$ cat src/rtl/inv_sub_bytes_seq.sv
// Sequential AES inverse SubBytes: one byte at a time, inverse affine
// followed by the GF(2^8) inverse computed as x^254 with one multiply per clock.
//
// Handshakes: a state is accepted on an edge where in_valid && in_ready;
// in_ready is high only while idle. A result is consumed on an edge where
// out_valid && out_ready; out_valid and data_out hold unchanged until then.
module inv_sub_bytes_seq #(
    parameter int NUM_BYTES = 16
) (
    input  logic                   clk,
    input  logic                   rst,
    input  logic                   in_valid,
    output logic                   in_ready,
    input  logic [8*NUM_BYTES-1:0] data_in,
    output logic                   out_valid,
    input  logic                   out_ready,
    output logic [8*NUM_BYTES-1:0] data_out
);

    localparam int IDX_W = (NUM_BYTES > 1) ? $clog2(NUM_BYTES) : 1;
    localparam logic [IDX_W-1:0] LAST_IDX  = IDX_W'(NUM_BYTES - 1);
    localparam logic [3:0]       LAST_STEP = 4'd12;

    typedef enum logic [1:0] {
        IDLE,
        LOAD,
        EXP,
        DONE
    } state_t;

    state_t                 state;
    logic [8*NUM_BYTES-1:0] data_q;
    logic [IDX_W-1:0]       idx;
    logic [3:0]             step;
    logic [7:0]             base;
    logic [7:0]             acc;
    logic [7:0]             cur_byte;
    logic [7:0]             mul_b;
    logic [7:0]             prod;

    // GF(2^8) multiply modulo x^8+x^4+x^3+x+1, shift-and-add form.
    function automatic logic [7:0] gf_mul(input logic [7:0] a, input logic [7:0] b);
        logic [7:0] p;
        logic [7:0] x;
        p = 8'h00;
        x = a;
        for (int i = 0; i < 8; i++) begin
            if (b[i]) p = p ^ x;
            x = x[7] ? ({x[6:0], 1'b0} ^ 8'h1b) : {x[6:0], 1'b0};
        end
        return p;
    endfunction

    // Inverse of the AES affine map; the constant 0x05 undoes the forward 0x63.
    function automatic logic [7:0] inv_affine(input logic [7:0] b);
        logic [7:0] a;
        logic [7:0] d;
        d = 8'h05;
        for (int i = 0; i < 8; i++) begin
            a[i] = b[(i + 2) % 8] ^ b[(i + 5) % 8] ^ b[(i + 7) % 8] ^ d[i];
        end
        return a;
    endfunction

    // Even steps square the accumulator, odd steps multiply by the base,
    // so after 13 steps acc = base^254 = base^-1 (and 0 stays 0).
    assign cur_byte = data_q[idx*8 +: 8];
    assign mul_b    = step[0] ? base : acc;
    assign prod     = gf_mul(acc, mul_b);

    // Control FSM with registered handshake outputs and byte-wise result writes.
    always_ff @(posedge clk) begin
        if (rst) begin
            state     <= IDLE;
            in_ready  <= 1'b1;
            out_valid <= 1'b0;
            data_out  <= '0;
            data_q    <= '0;
            idx       <= '0;
            step      <= '0;
            base      <= '0;
            acc       <= '0;
        end else begin
            case (state)
                IDLE: begin
                    if (in_valid) begin
                        data_q   <= data_in;
                        idx      <= '0;
                        in_ready <= 1'b0;
                        state    <= LOAD;
                    end
                end
                LOAD: begin
                    base  <= inv_affine(cur_byte);
                    acc   <= inv_affine(cur_byte);
                    step  <= '0;
                    state <= EXP;
                end
                EXP: begin
                    acc <= prod;
                    if (step == LAST_STEP) begin
                        data_out[idx*8 +: 8] <= prod;
                        step                 <= '0;
                        if (idx == LAST_IDX) begin
                            out_valid <= 1'b1;
                            state     <= DONE;
                        end else begin
                            idx   <= idx + 1'b1;
                            state <= LOAD;
                        end
                    end else begin
                        step <= step + 1'b1;
                    end
                end
                DONE: begin
                    if (out_ready) begin
                        out_valid <= 1'b0;
                        in_ready  <= 1'b1;
                        state     <= IDLE;
                    end
                end
                default: state <= IDLE;
            endcase
        end
    end

endmodule
$ cat config.mk
export PLATFORM = sky130hd
export DESIGN_NAME = inv_sub_bytes_seq
export DESIGN_NICKNAME = d
export VERILOG_FILES = /design/src/rtl/inv_sub_bytes_seq.sv
export SDC_FILE = /design/constraint.sdc
export NUM_CORES = 1
export LEC_CHECK = 0
export BUFFER_PORTS_ARGS = -buffer_cell sky130_fd_sc_hd__buf_2
export CORE_ASPECT_RATIO = 0.9
export CORE_MARGIN = 2
export CORE_UTILIZATION = 40
export DETAILED_ROUTE_END_ITERATION = 12
export PLACE_DENSITY = 0.58
export SKIP_CTS_REPAIR_TIMING = 1
export SLEW_MARGIN = 20
export SYNTH_ARGS = -nofsm -noshare
export SYNTH_HDL_FRONTEND = slang
export SYNTH_SLANG_ARGS = --single-unit
$ cat constraint.sdc
create_clock -name clk -period 3.4 [get_ports clk]
set_input_delay 0.51 -clock clk [delete_from_list [all_inputs] [get_ports clk]]
set_output_delay 0.51 -clock clk [all_outputs]
set_load 0.03 [all_outputs]
==> flow_summary.json <==
{
  "setup_tns_ns": 0,
  "synthArstFlopShare_pct": 0,
  "finalMaxSlewViolations": 0,
  "endpoint_kind": "register",
  "synth-seq-cells": 284,
  "io_pins": 262,
  "crit_fanout": 13,
  "ant_nets": 0,
  "clock_path_buffers": 3,
  "coreArea_um2": 32870,
  "grt_max_degree": 131,
  "hold_viol": 0,
  "synth_most_common_cell": "nand2_1",
  "grt_pass1_wl_um": 62150,
  "seq_power_share_pct": 31.2,
  "drive_gt1_share_pct": 24.43,
  "rrSetupSlack_ns": 0.50,
  "antenna_found_initial": 4,
  "post-route-min-period_ns": 2.902,
  "p_int_mw": 7.750,
  "start_util_pct": 40.58,
  "clk_pin_slew_ns": 0.06,
  "synthTopCellsByCount": "nand2_1, dfxtp_1, a21oi_1",
  "ys_top_cells_by_area": "dfxtp_1, nand2_1, mux4_2",
  "vias_per_cell": 5.321,
  "worstPathArrival_ns": 3.27,
  "rows": 63,
  "numCtsBuffers": 34,
  "ys_types": 64,
  "dp_hpwl_um": 28150,
  "drv_cap": 0,
  "syn_to_final_growth_pct": 20.51,
  "h-tree-depth": 2,
  "synth_cells": 1557,
  "dieHeight_um": 177.2,
  "finalWeightedCongestion": 0.9120,
  "insertion_delay_ns": 0.51,
  "worstPathRequired_ns": 3.77,
  "ys_dominant_reg_cell": "dfxtp_1",
  "cts_tree": "yes",
  "sw_frac_of_total_pct": 40.72,
  "skew_ns": 0.01345,
  "start_kind": "register",
  "fin_cells": 2221,
  "drc": 0,
  "vdd_ir_drop_max_mv": 0.5804,
  "worst_pin_slew_ns": 0.8859,
  "p_switching_mw": 5.324,
  "fmax_ghz": 0.3446,
  "die_area_um2": 34820,
  "grt_usage_pct": 22.29,
  "grt_pass1_vias": 11160,
  "yosysSeqAreaShare_pct": 42.63,
  "timing.hold.ws_ns": 0.2322,
  "dp.cells": 2160,
  "grt_overflow": 0,
  "first_pass_iters": 6,
  "synth_top_area_cell": "dfxtp_1",
  "pwr-share-comb_pct": 42.9,
  "setup_viol": 0,
  "die_width_um": 196.5,
  "synth-edff-count": 0,
  "avgSynthCellArea_um2": 8.566,
  "status": "completed",
  "grt_setup_unrepaired": "false",
  "synth_nets": 1701,
  "vias": 11820,
  "dr.first_iter.drc_count": 924,
  "final.period_utilization_pct": 85.35,
  "clockPowerShare_pct": 25.9,
  "cts_root_buffer": "clkbuf_16",
  "nets": 1918,
  "wl_per_cell_um": 17.75,
  "post-route-util_pct": 48.90,
  "hp-class": "input pin to register",
  "p_per_area_nw_per_um2": 813.4,
  "syn_area_um2": 13340,
  "place.port_buffers": 261,
  "wirelength_um": 39420,
  "relSlewSlack_pct": 40.65,
  "ys_warn_count": 0,
  "p_leak_nw": 6.277,
  "criticalPathCategory": "register to register",
  "cts.sinks": 284,
  "nFillCells": 3204,
  "synth_top_area_share_pct": 42.63
}
-- per-layer routing --
metal	track usage, %	vias up	routed length, µm
li1	-	5798	-
met1	31.64	5606	18290
met2	35.31	358	18030
met3	3.563	52	2354
met4	5.840	4	711
met5	0	-	27
-- metrics by stage --
step                      total power, mW  worst slack (ns)  instance area (µm²)
after global placement              9.700            0.4974                15040
after global routing                13.81            0.2089                16070
after CTS                           13.14            0.4910                16070
after floorplan                     8.032            0.6949                13340
final                               13.07            0.4982                16070
after detailed placement            9.738            0.5027                15040
-- flip-flops by register name, indices dropped and copies added (netlist names) --
signal / flops
base: 8
state: 2
data_q: 128
in_ready: 1
idx: 4
step: 4
acc: 8
data_out: 128
out_valid: 1
-- power groups by stage --
stage / logic, mW / clock network [mW] / registers [mW]
after floorplan: 4.13 / 0 / 3.91
after global placement: 5.56 / 0 / 4.14
after detailed placement: 5.59 / 0 / 4.15
after CTS: 5.62 / 3.45 / 4.08
after global routing: 6.07 / 3.59 / 4.14
final: 5.61 / 3.38 / 4.08
-- layout make-up --
class	instances	area, µm²	share of cell area (%)
clock buffers	48	943.4	5.870
inverters	18	67.56	0.4204
well taps	422	528.0	3.285
flip-flops and latches	284	5688	35.39
clock inverters	11	88.84	0.5527
diodes	2	5.005	0.03114
repair buffers	299	1660	10.33
multi-input cells	1137	7092	44.12
-- critical path: stages, from the launching register on --
cell     delay, ns
dfxtp_2       0.54
inv_1         0.14
ha_1          0.27
nor2b_1       0.15
or2_2         0.33
nor2_1        0.44
and2_1        0.58
mux2i_1       0.26
nor2_1        0.05
-- cell families (layout without fill, tap and decap cells) --
family / Yosys count / in the layout / synth area share [%]
AOI/OAI and AO/OA: 333 / 333 / 14.62
xor gates and xnor gates: 95 / 95 / 7.524
adders and majority gates: 12 / 12 / 1.126
buffers and inverters: 136 / 376 / 4.381
DFF: 284 / 284 / 42.63
muxes: 83 / 83 / 10.42
other: 0 / 2 / 0
and+or+nand+nor: 614 / 614 / 19.30
-- layout by cell type (no fill, tap or decap), types with 5 or more instances in the layout --
master	Yosys	final
mux2i_1	30	30
mux2_2	7	7
a21oi_1	175	175
xnor2_1	68	67
buf_2	23	260
a211oi_1	9	9
xnor2_2	5	6
xor2_1	13	13
a32oi_1	5	5
clkbuf_16	0	34
dfxtp_1	284	282
nand4b_1	6	6
inv_1	12	12
buf_12	0	5
o21ai_0	60	60
nor3_1	17	17
o22ai_1	6	6
o21ai_2	7	7
ha_1	12	12
buf_4	4	33
nor2_1	144	144
nand2_1	338	337
mux4_2	41	41
nand2_2	5	5
a22oi_1	48	48
nand2b_1	9	9
clkbuf_1	76	10
nand3_1	65	65
xnor3_1	5	5
-- worst paths after layout --
path              cells after the start            to         start
setup / recovery                      8  data_out[38]        idx[0]
hold / removal                        3   data_q[102]  data_in[102]
setup reg to reg                      8  data_out[38]        idx[0]
hold reg to reg                       2    data_q[65]    data_q[65]
Note: power is estimated with default switching activity, not from simulation.
